===== config.mk =====
export PLATFORM = sky130hd
export DESIGN_NAME = fp_int_acc_seq
export DESIGN_NICKNAME = d
export VERILOG_FILES = /design/src/rtl/fp_int_acc_seq.sv
export SDC_FILE = /design/constraint.sdc
export NUM_CORES = 1
export LEC_CHECK = 0
export BUFFER_PORTS_ARGS = -buffer_cell sky130_fd_sc_hd__buf_4
export CORE_MARGIN = 3
export CORE_UTILIZATION = 50
export DETAILED_ROUTE_END_ITERATION = 8
export PLACE_DENSITY = 0.68
export SKIP_LAST_GASP = 1
export SYNTH_ARGS = -nofsm -noshare
export SYNTH_HDL_FRONTEND = slang
export SYNTH_SLANG_ARGS = --single-unit

===== constraint.sdc =====
create_clock -name clk -period 10.2 [get_ports clk]
set_input_delay 3.06 -clock clk [delete_from_list [all_inputs] [get_ports clk]]
set_output_delay 3.06 -clock clk [all_outputs]
set_load 0.05 [all_outputs]

===== src/rtl/fp_int_acc_seq.sv =====
// fp_int_acc_seq
// Block-floating-point dot-product sequencer for the fp_int accumulator.
// One block of FP*INT partial products is buffered while its largest
// exponent is tracked. The elements are then issued one at a time to the
// external accumulator. Every issue carries exp_set = block max exponent,
// and the running sum is chained through acc_fixed_acc / acc_fixed_out.
//
// Optional feature macro: ACC_TIMEOUT_EN
//   defined   : WAIT is bounded by TIMEOUT_CYC cycles. A stuck element is
//               skipped and err goes high and stays high until rst.
//   undefined : WAIT is unbounded and err is constant 0.
//
// Ports
//   clk, rst            clock, synchronous active-high reset
//   in_valid/in_ready   product handshake (ready only while loading)
//   in_sign/exp/mant    product fields; in_last closes the block
//   acc_start           one-cycle issue pulse to the accumulator
//   acc_sign/exp_in/fixed_in   element being issued (held ISSUE..WAIT)
//   acc_exp_set         block max exponent
//   acc_fixed_acc       running sum fed to the accumulator
//   acc_done            accumulator done (level; rising edge = completion)
//   acc_fixed_out       accumulator result
//   out_valid/out_ready block result handshake
//   out_exp, out_acc    block exponent and two's-complement sum
//   err                 sticky timeout flag
module fp_int_acc_seq #(
    parameter int DEPTH       = 16,
    parameter int EXP_W       = 5,
    parameter int MANT_W      = 14,
    parameter int ACC_W       = 32,
    parameter int TIMEOUT_CYC = 15
) (
    input  logic              clk,
    input  logic              rst,
    input  logic              in_valid,
    output logic              in_ready,
    input  logic              in_sign,
    input  logic [EXP_W-1:0]  in_exp,
    input  logic [MANT_W-1:0] in_mant,
    input  logic              in_last,
    output logic              acc_start,
    output logic              acc_sign,
    output logic [EXP_W-1:0]  acc_exp_set,
    output logic [EXP_W-1:0]  acc_exp_in,
    output logic [MANT_W-1:0] acc_fixed_in,
    output logic [ACC_W-1:0]  acc_fixed_acc,
    input  logic              acc_done,
    input  logic [ACC_W-1:0]  acc_fixed_out,
    output logic              out_valid,
    input  logic              out_ready,
    output logic [EXP_W-1:0]  out_exp,
    output logic [ACC_W-1:0]  out_acc,
    output logic              err
);

    localparam int AW = $clog2(DEPTH);
    localparam int CW = AW + 1;                 // counts up to DEPTH inclusive
    localparam int DW = 1 + EXP_W + MANT_W;     // packed {sign, exp, mant}

    localparam logic [2:0] S_IDLE  = 3'd0;
    localparam logic [2:0] S_LOAD  = 3'd1;
    localparam logic [2:0] S_ISSUE = 3'd2;
    localparam logic [2:0] S_WAIT  = 3'd3;
    localparam logic [2:0] S_GAP   = 3'd4;
    localparam logic [2:0] S_OUT   = 3'd5;

    logic [2:0]       state_reg, state_next;
    logic [DW-1:0]    mem [DEPTH];
    logic [CW-1:0]    wr_cnt_reg, rd_cnt_reg;
    logic [EXP_W-1:0] max_exp_reg, max_exp_next;
    logic [ACC_W-1:0] sum_reg;
    logic             acc_done_d_reg;
    logic [DW-1:0]    issue_data_reg;

    logic             accept, block_close, done_edge, timeout, gap_more, issue_load;
    logic [AW-1:0]    rd_addr;
    logic [DW-1:0]    in_word;

    assign in_word      = {in_sign, in_exp, in_mant};
    assign accept       = in_valid && (state_reg == S_LOAD);
    // A full buffer closes the block exactly as an explicit in_last would.
    assign block_close  = accept && (in_last || (wr_cnt_reg == CW'(DEPTH - 1)));
    // Only a fresh rising edge counts. A done level still high from the
    // previous element is masked by acc_done_d_reg.
    assign done_edge    = (state_reg == S_WAIT) && acc_done && !acc_done_d_reg;
    assign gap_more     = (rd_cnt_reg < wr_cnt_reg);
    assign issue_load   = block_close || ((state_reg == S_GAP) && gap_more);
    // From LOAD the first issue always reads slot 0.
    assign rd_addr      = (state_reg == S_LOAD) ? '0 : rd_cnt_reg[AW-1:0];
    assign max_exp_next = (in_exp > max_exp_reg) ? in_exp : max_exp_reg;

    always_comb begin
        state_next = state_reg;
        case (state_reg)
            S_IDLE:  state_next = S_LOAD;
            S_LOAD:  if (block_close) state_next = S_ISSUE;
            S_ISSUE: state_next = S_WAIT;
            S_WAIT:  if (done_edge || timeout) state_next = S_GAP;
            S_GAP:   state_next = gap_more ? S_ISSUE : S_OUT;
            S_OUT:   if (out_ready) state_next = S_LOAD;
            default: state_next = S_IDLE;
        endcase
    end

    // Element buffer: write-only port here, read port registered below.
    always_ff @(posedge clk) begin
        if (accept) begin
            mem[wr_cnt_reg[AW-1:0]] <= in_word;
        end
    end

    always_ff @(posedge clk) begin
        if (rst) begin
            state_reg      <= S_IDLE;
            wr_cnt_reg     <= '0;
            rd_cnt_reg     <= '0;
            max_exp_reg    <= '0;
            sum_reg        <= '0;
            acc_done_d_reg <= 1'b0;
            issue_data_reg <= '0;
        end else begin
            state_reg      <= state_next;
            acc_done_d_reg <= acc_done;

            if (accept) begin
                wr_cnt_reg  <= wr_cnt_reg + CW'(1);
                max_exp_reg <= max_exp_next;
            end

            if (block_close) begin
                sum_reg    <= '0;
                rd_cnt_reg <= '0;
            end

            if (done_edge) begin
                sum_reg    <= acc_fixed_out;
                rd_cnt_reg <= rd_cnt_reg + CW'(1);
            end else if (timeout) begin
                rd_cnt_reg <= rd_cnt_reg + CW'(1);
            end

            // A single-element block writes slot 0 in the same cycle that it
            // is read, so that element is taken straight from the input.
            if (issue_load) begin
                if ((state_reg == S_LOAD) && (wr_cnt_reg == '0)) begin
                    issue_data_reg <= in_word;
                end else begin
                    issue_data_reg <= mem[rd_addr];
                end
            end

            if ((state_reg == S_OUT) && out_ready) begin
                wr_cnt_reg  <= '0;
                max_exp_reg <= '0;
                sum_reg     <= '0;
            end
        end
    end

`ifdef ACC_TIMEOUT_EN
    localparam int TW = (TIMEOUT_CYC > 1) ? $clog2(TIMEOUT_CYC) : 1;

    logic [TW-1:0] wait_cnt_reg;
    logic          err_reg;

    // Fires on the TIMEOUT_CYC-th WAIT cycle if no completion arrived.
    assign timeout = (state_reg == S_WAIT) && !done_edge &&
                     (wait_cnt_reg == TW'(TIMEOUT_CYC - 1));

    always_ff @(posedge clk) begin
        if (rst) begin
            wait_cnt_reg <= '0;
            err_reg      <= 1'b0;
        end else if (state_reg != S_WAIT) begin
            wait_cnt_reg <= '0;
        end else if (timeout) begin
            err_reg <= 1'b1;
        end else begin
            wait_cnt_reg <= wait_cnt_reg + TW'(1);
        end
    end

    assign err = err_reg;
`else
    assign timeout = 1'b0;
    // TIMEOUT_CYC has no effect in this build. This compare folds to 0.
    assign err     = (TIMEOUT_CYC < 0);
`endif

    assign in_ready      = (state_reg == S_LOAD);
    assign acc_start     = (state_reg == S_ISSUE);
    assign acc_sign      = issue_data_reg[DW-1];
    assign acc_exp_in    = issue_data_reg[MANT_W +: EXP_W];
    assign acc_fixed_in  = issue_data_reg[MANT_W-1:0];
    assign acc_exp_set   = max_exp_reg;
    assign acc_fixed_acc = sum_reg;
    assign out_valid     = (state_reg == S_OUT);
    assign out_exp       = max_exp_reg;
    assign out_acc       = sum_reg;

endmodule


==> summary.txt <==
Timing
  – Final setup vio count: 0
  – Final hold slack: 0.487 ns
  – Slew Limit Headroom: 18.9%
  – Period minus WS final: 5.44 ns
  – Max frequency: 0.184 GHz
  – Post-Route Skew: 0.0129 ns
  – Smallest setup slack after layout: 4.76 ns
  – TNS Setup: 0 ns
  – Period utilisation layout: 53.3%
  – Pins over their slew limit: 0
  – Hold Vio Cnt, Final: 0
  – RSZ-0062 raised after global routing: false
  – Worst slew pin tran: 1.22 ns

Clock tree
  – Number of gates resized after cts: 0
  – CTS Buf Count: 40
  – Post-CTS Hold Fix Bufs: 0
  – CTS Sinks: 391
  – Root Driver: clkbuf_16
  – Reg clk slew, reported paths: 0.06 ns
  – Post-CTS setup buffer count: 0
  – H-Tree Depth: 2
  – Skew-Pair Late Insertion Delay: 0.53 ns
  – Clk buf depth: 3
  – CTS tree: yes

Min path
  – HP Start: acc_fixed_acc[3]
  – Hold Crit Class: reg2reg
  – WHS Endpoint: acc_fixed_acc[3]
  – Cells on Worst Hold Path: 2

Floorplanning
  – Core ar.: 31700 µm²
  – Die Span X: 186 µm
  – FP Rows: 65
  – Total die area: 34500 µm²
  – Die Ht: 186 µm
  – IO Count: 156
  – Initial Util: 50.9%

Global routing
  – Largest net degree at the start of global routing: 61
  – Met3 Resource Use GR: 3.58%
  – Gr ovfl total: 0
  – Vias in the first global route: 9576
  – GRT Total Usage: 22.8%
  – M2 GR Usage: 37.1%
  – First-pass GRT wire length: 59.3 mm
  – Gr busiest metal: met2
  – Grt met1 use: 32.4%
  – Initial antenna violation count: 0

Finish
  – Core Util, Final: 58.6%
  – Layout area overhead: 15.1%
  – Max FFs per register: 320
  – ANT cells: 0
  – Most frequent cells in the layout: edfxtp_1 (320), buf_4 (176), mux2i_1 (82)
  – Total of fill cells in the finished design: 2492
  – Most common cell after layout, fill and taps aside: edfxtp_1
  – Final net count: 1305
  – Final instance area: 18600 µm²
  – Ratio of cells with drive above 1 in the final layout: 25.5%
  – Post-route insts no fill: 1663

Run
  – # Max-Cap Violations: 0

Route
  – Detail Route Antenna Nets: 0
  – Drt wl/cell: 24.1 µm
  – Drt initial violations: 942
  – Routed WL: 40.1 mm
  – TritonRoute pass-1 iters: 5
  – Via count: 9891
  – DRC viols: 0
  – Drt via density: 5.95

Synth
  – EDFF count, synth: 320
  – Seq/Total Area, Yosys: 68.3%
  – Mapped Nets: 1199
  – Main synth FF type: edfxtp_1
  – Post-synth ARST share: 0%
  – Post-synthesis cell count: 1126
  – Yosys warning total: 0
  – Synthesized cell area: 16100 µm²
  – Syn Area/Cell: 14.3 µm²
  – Synth cell types: 61
  – Yosys reg bits: 391

Place
  – Worst slack at placement: 4.63 ns
  – Placed wire-length estimate: 24.1 mm
  – Placed Area: 17300 µm²
  – Placed cells: 1592
  – IO buf count: 154
  – Gpl congestion: 0.821

Critical path
  – Worst Path Required: 7.14 ns
  – FF-to-FF path depth: 7
  – Critical R2R Launch: rd_cnt_reg[0]
  – Crit Path Category: reg2out
  – Crit path max fanout: 23
  – CP endpoint kind: output pin
  – Critical Path Source Type: register
  – Crit path arrival time: 2.38 ns
  – R2R Path End: issue_data_reg[2]
  – FF-to-FF setup slack: 6.60 ns

Power
  – Pwr dens: 181 nW/µm²
  – Max IR drop VDD: 0.145 mV
  – Total power: 3.36 mW
  – Static Leak: 6.39 nW

Outcome
  – Outcome: finished, final reports clean
## cell type report
type,instances,area [µm²],area share (%)
sequential,391,11000,59.4
multi-input combinational,612,4430,23.9
tap,402,503,2.71
inverter,11,41.3,0.222
timing repair buffer,176,1320,7.11
clock inverter,22,191,1.03
clock buffer,49,1060,5.68
## synthesized netlist by cell type (15+ instances only)
library cell  instances  share of area (%)
edfxtp_1            320                 60
nor2b_1              25               0.97
a221o_1              18                1.1
a21oi_1              79                2.4
nand2_1              68                1.6
nor2_1               71                1.7
clkbuf_1             33               0.77
dfxtp_1              71                8.8
nand3_1              36                1.1
mux2i_1              82                5.1
buf_4                41                1.9
ha_1                 15                1.2
o22ai_1              20               0.77
mux2_2               39                2.7
nor3_1               24               0.74
buf_2                25               0.77
o221ai_1             19                1.0
o32ai_1              37                2.0
## how the worst max path moves through the flow
stage	startpoint	to	slack [ns]	cells after the start
2_1_floorplan	in_valid	mem[3][0]	4.59	4
3_3_place_gp	in_valid	issue_data_reg[17]	4.77	6
3_5_place_dp	in_valid	issue_data_reg[2]	4.63	6
4_1_cts	state_reg[0]	in_ready	4.78	3
5_1_grt	state_reg[0]	in_ready	4.67	3
6_report	state_reg[0]	in_ready	4.76	3
## where the power goes
| group | total (mW) | switching [mW] | internal [mW] |
|---|---|---|---|
| sequential | 1.75 | 0.0129 | 1.74 |
| combinational | 0.195 | 0.132 | 0.0635 |
| clock | 1.41 | 0.598 | 0.814 |
## critical path, cell delays in order, from the launching register on
cell,delay (ns)
dfxtp_1,0.52
or3b_4,0.57
inv_2,0.45
buf_4,0.31
## layer usage
metal	wire (µm)	vias up
met5	0	-
met3	2240	59
li1	-	4507
met4	896	0
met2	19800	312
met1	17200	5013
## cell families (layout without fill, tap and decap cells)
kind of cell | Yosys count | after routing | synth area share (%)
compound gates | 218 | 218 | 9.88
other cells | 1 | 1 | 0.0232
xor+xnor | 3 | 3 | 0.163
buf+inv | 123 | 258 | 4.59
fa+ha+maj | 15 | 15 | 1.16
simple gates | 251 | 251 | 7.66
mux | 124 | 124 | 8.22
flops | 391 | 391 | 68.3
Note: power is estimated with default switching activity, not from simulation.
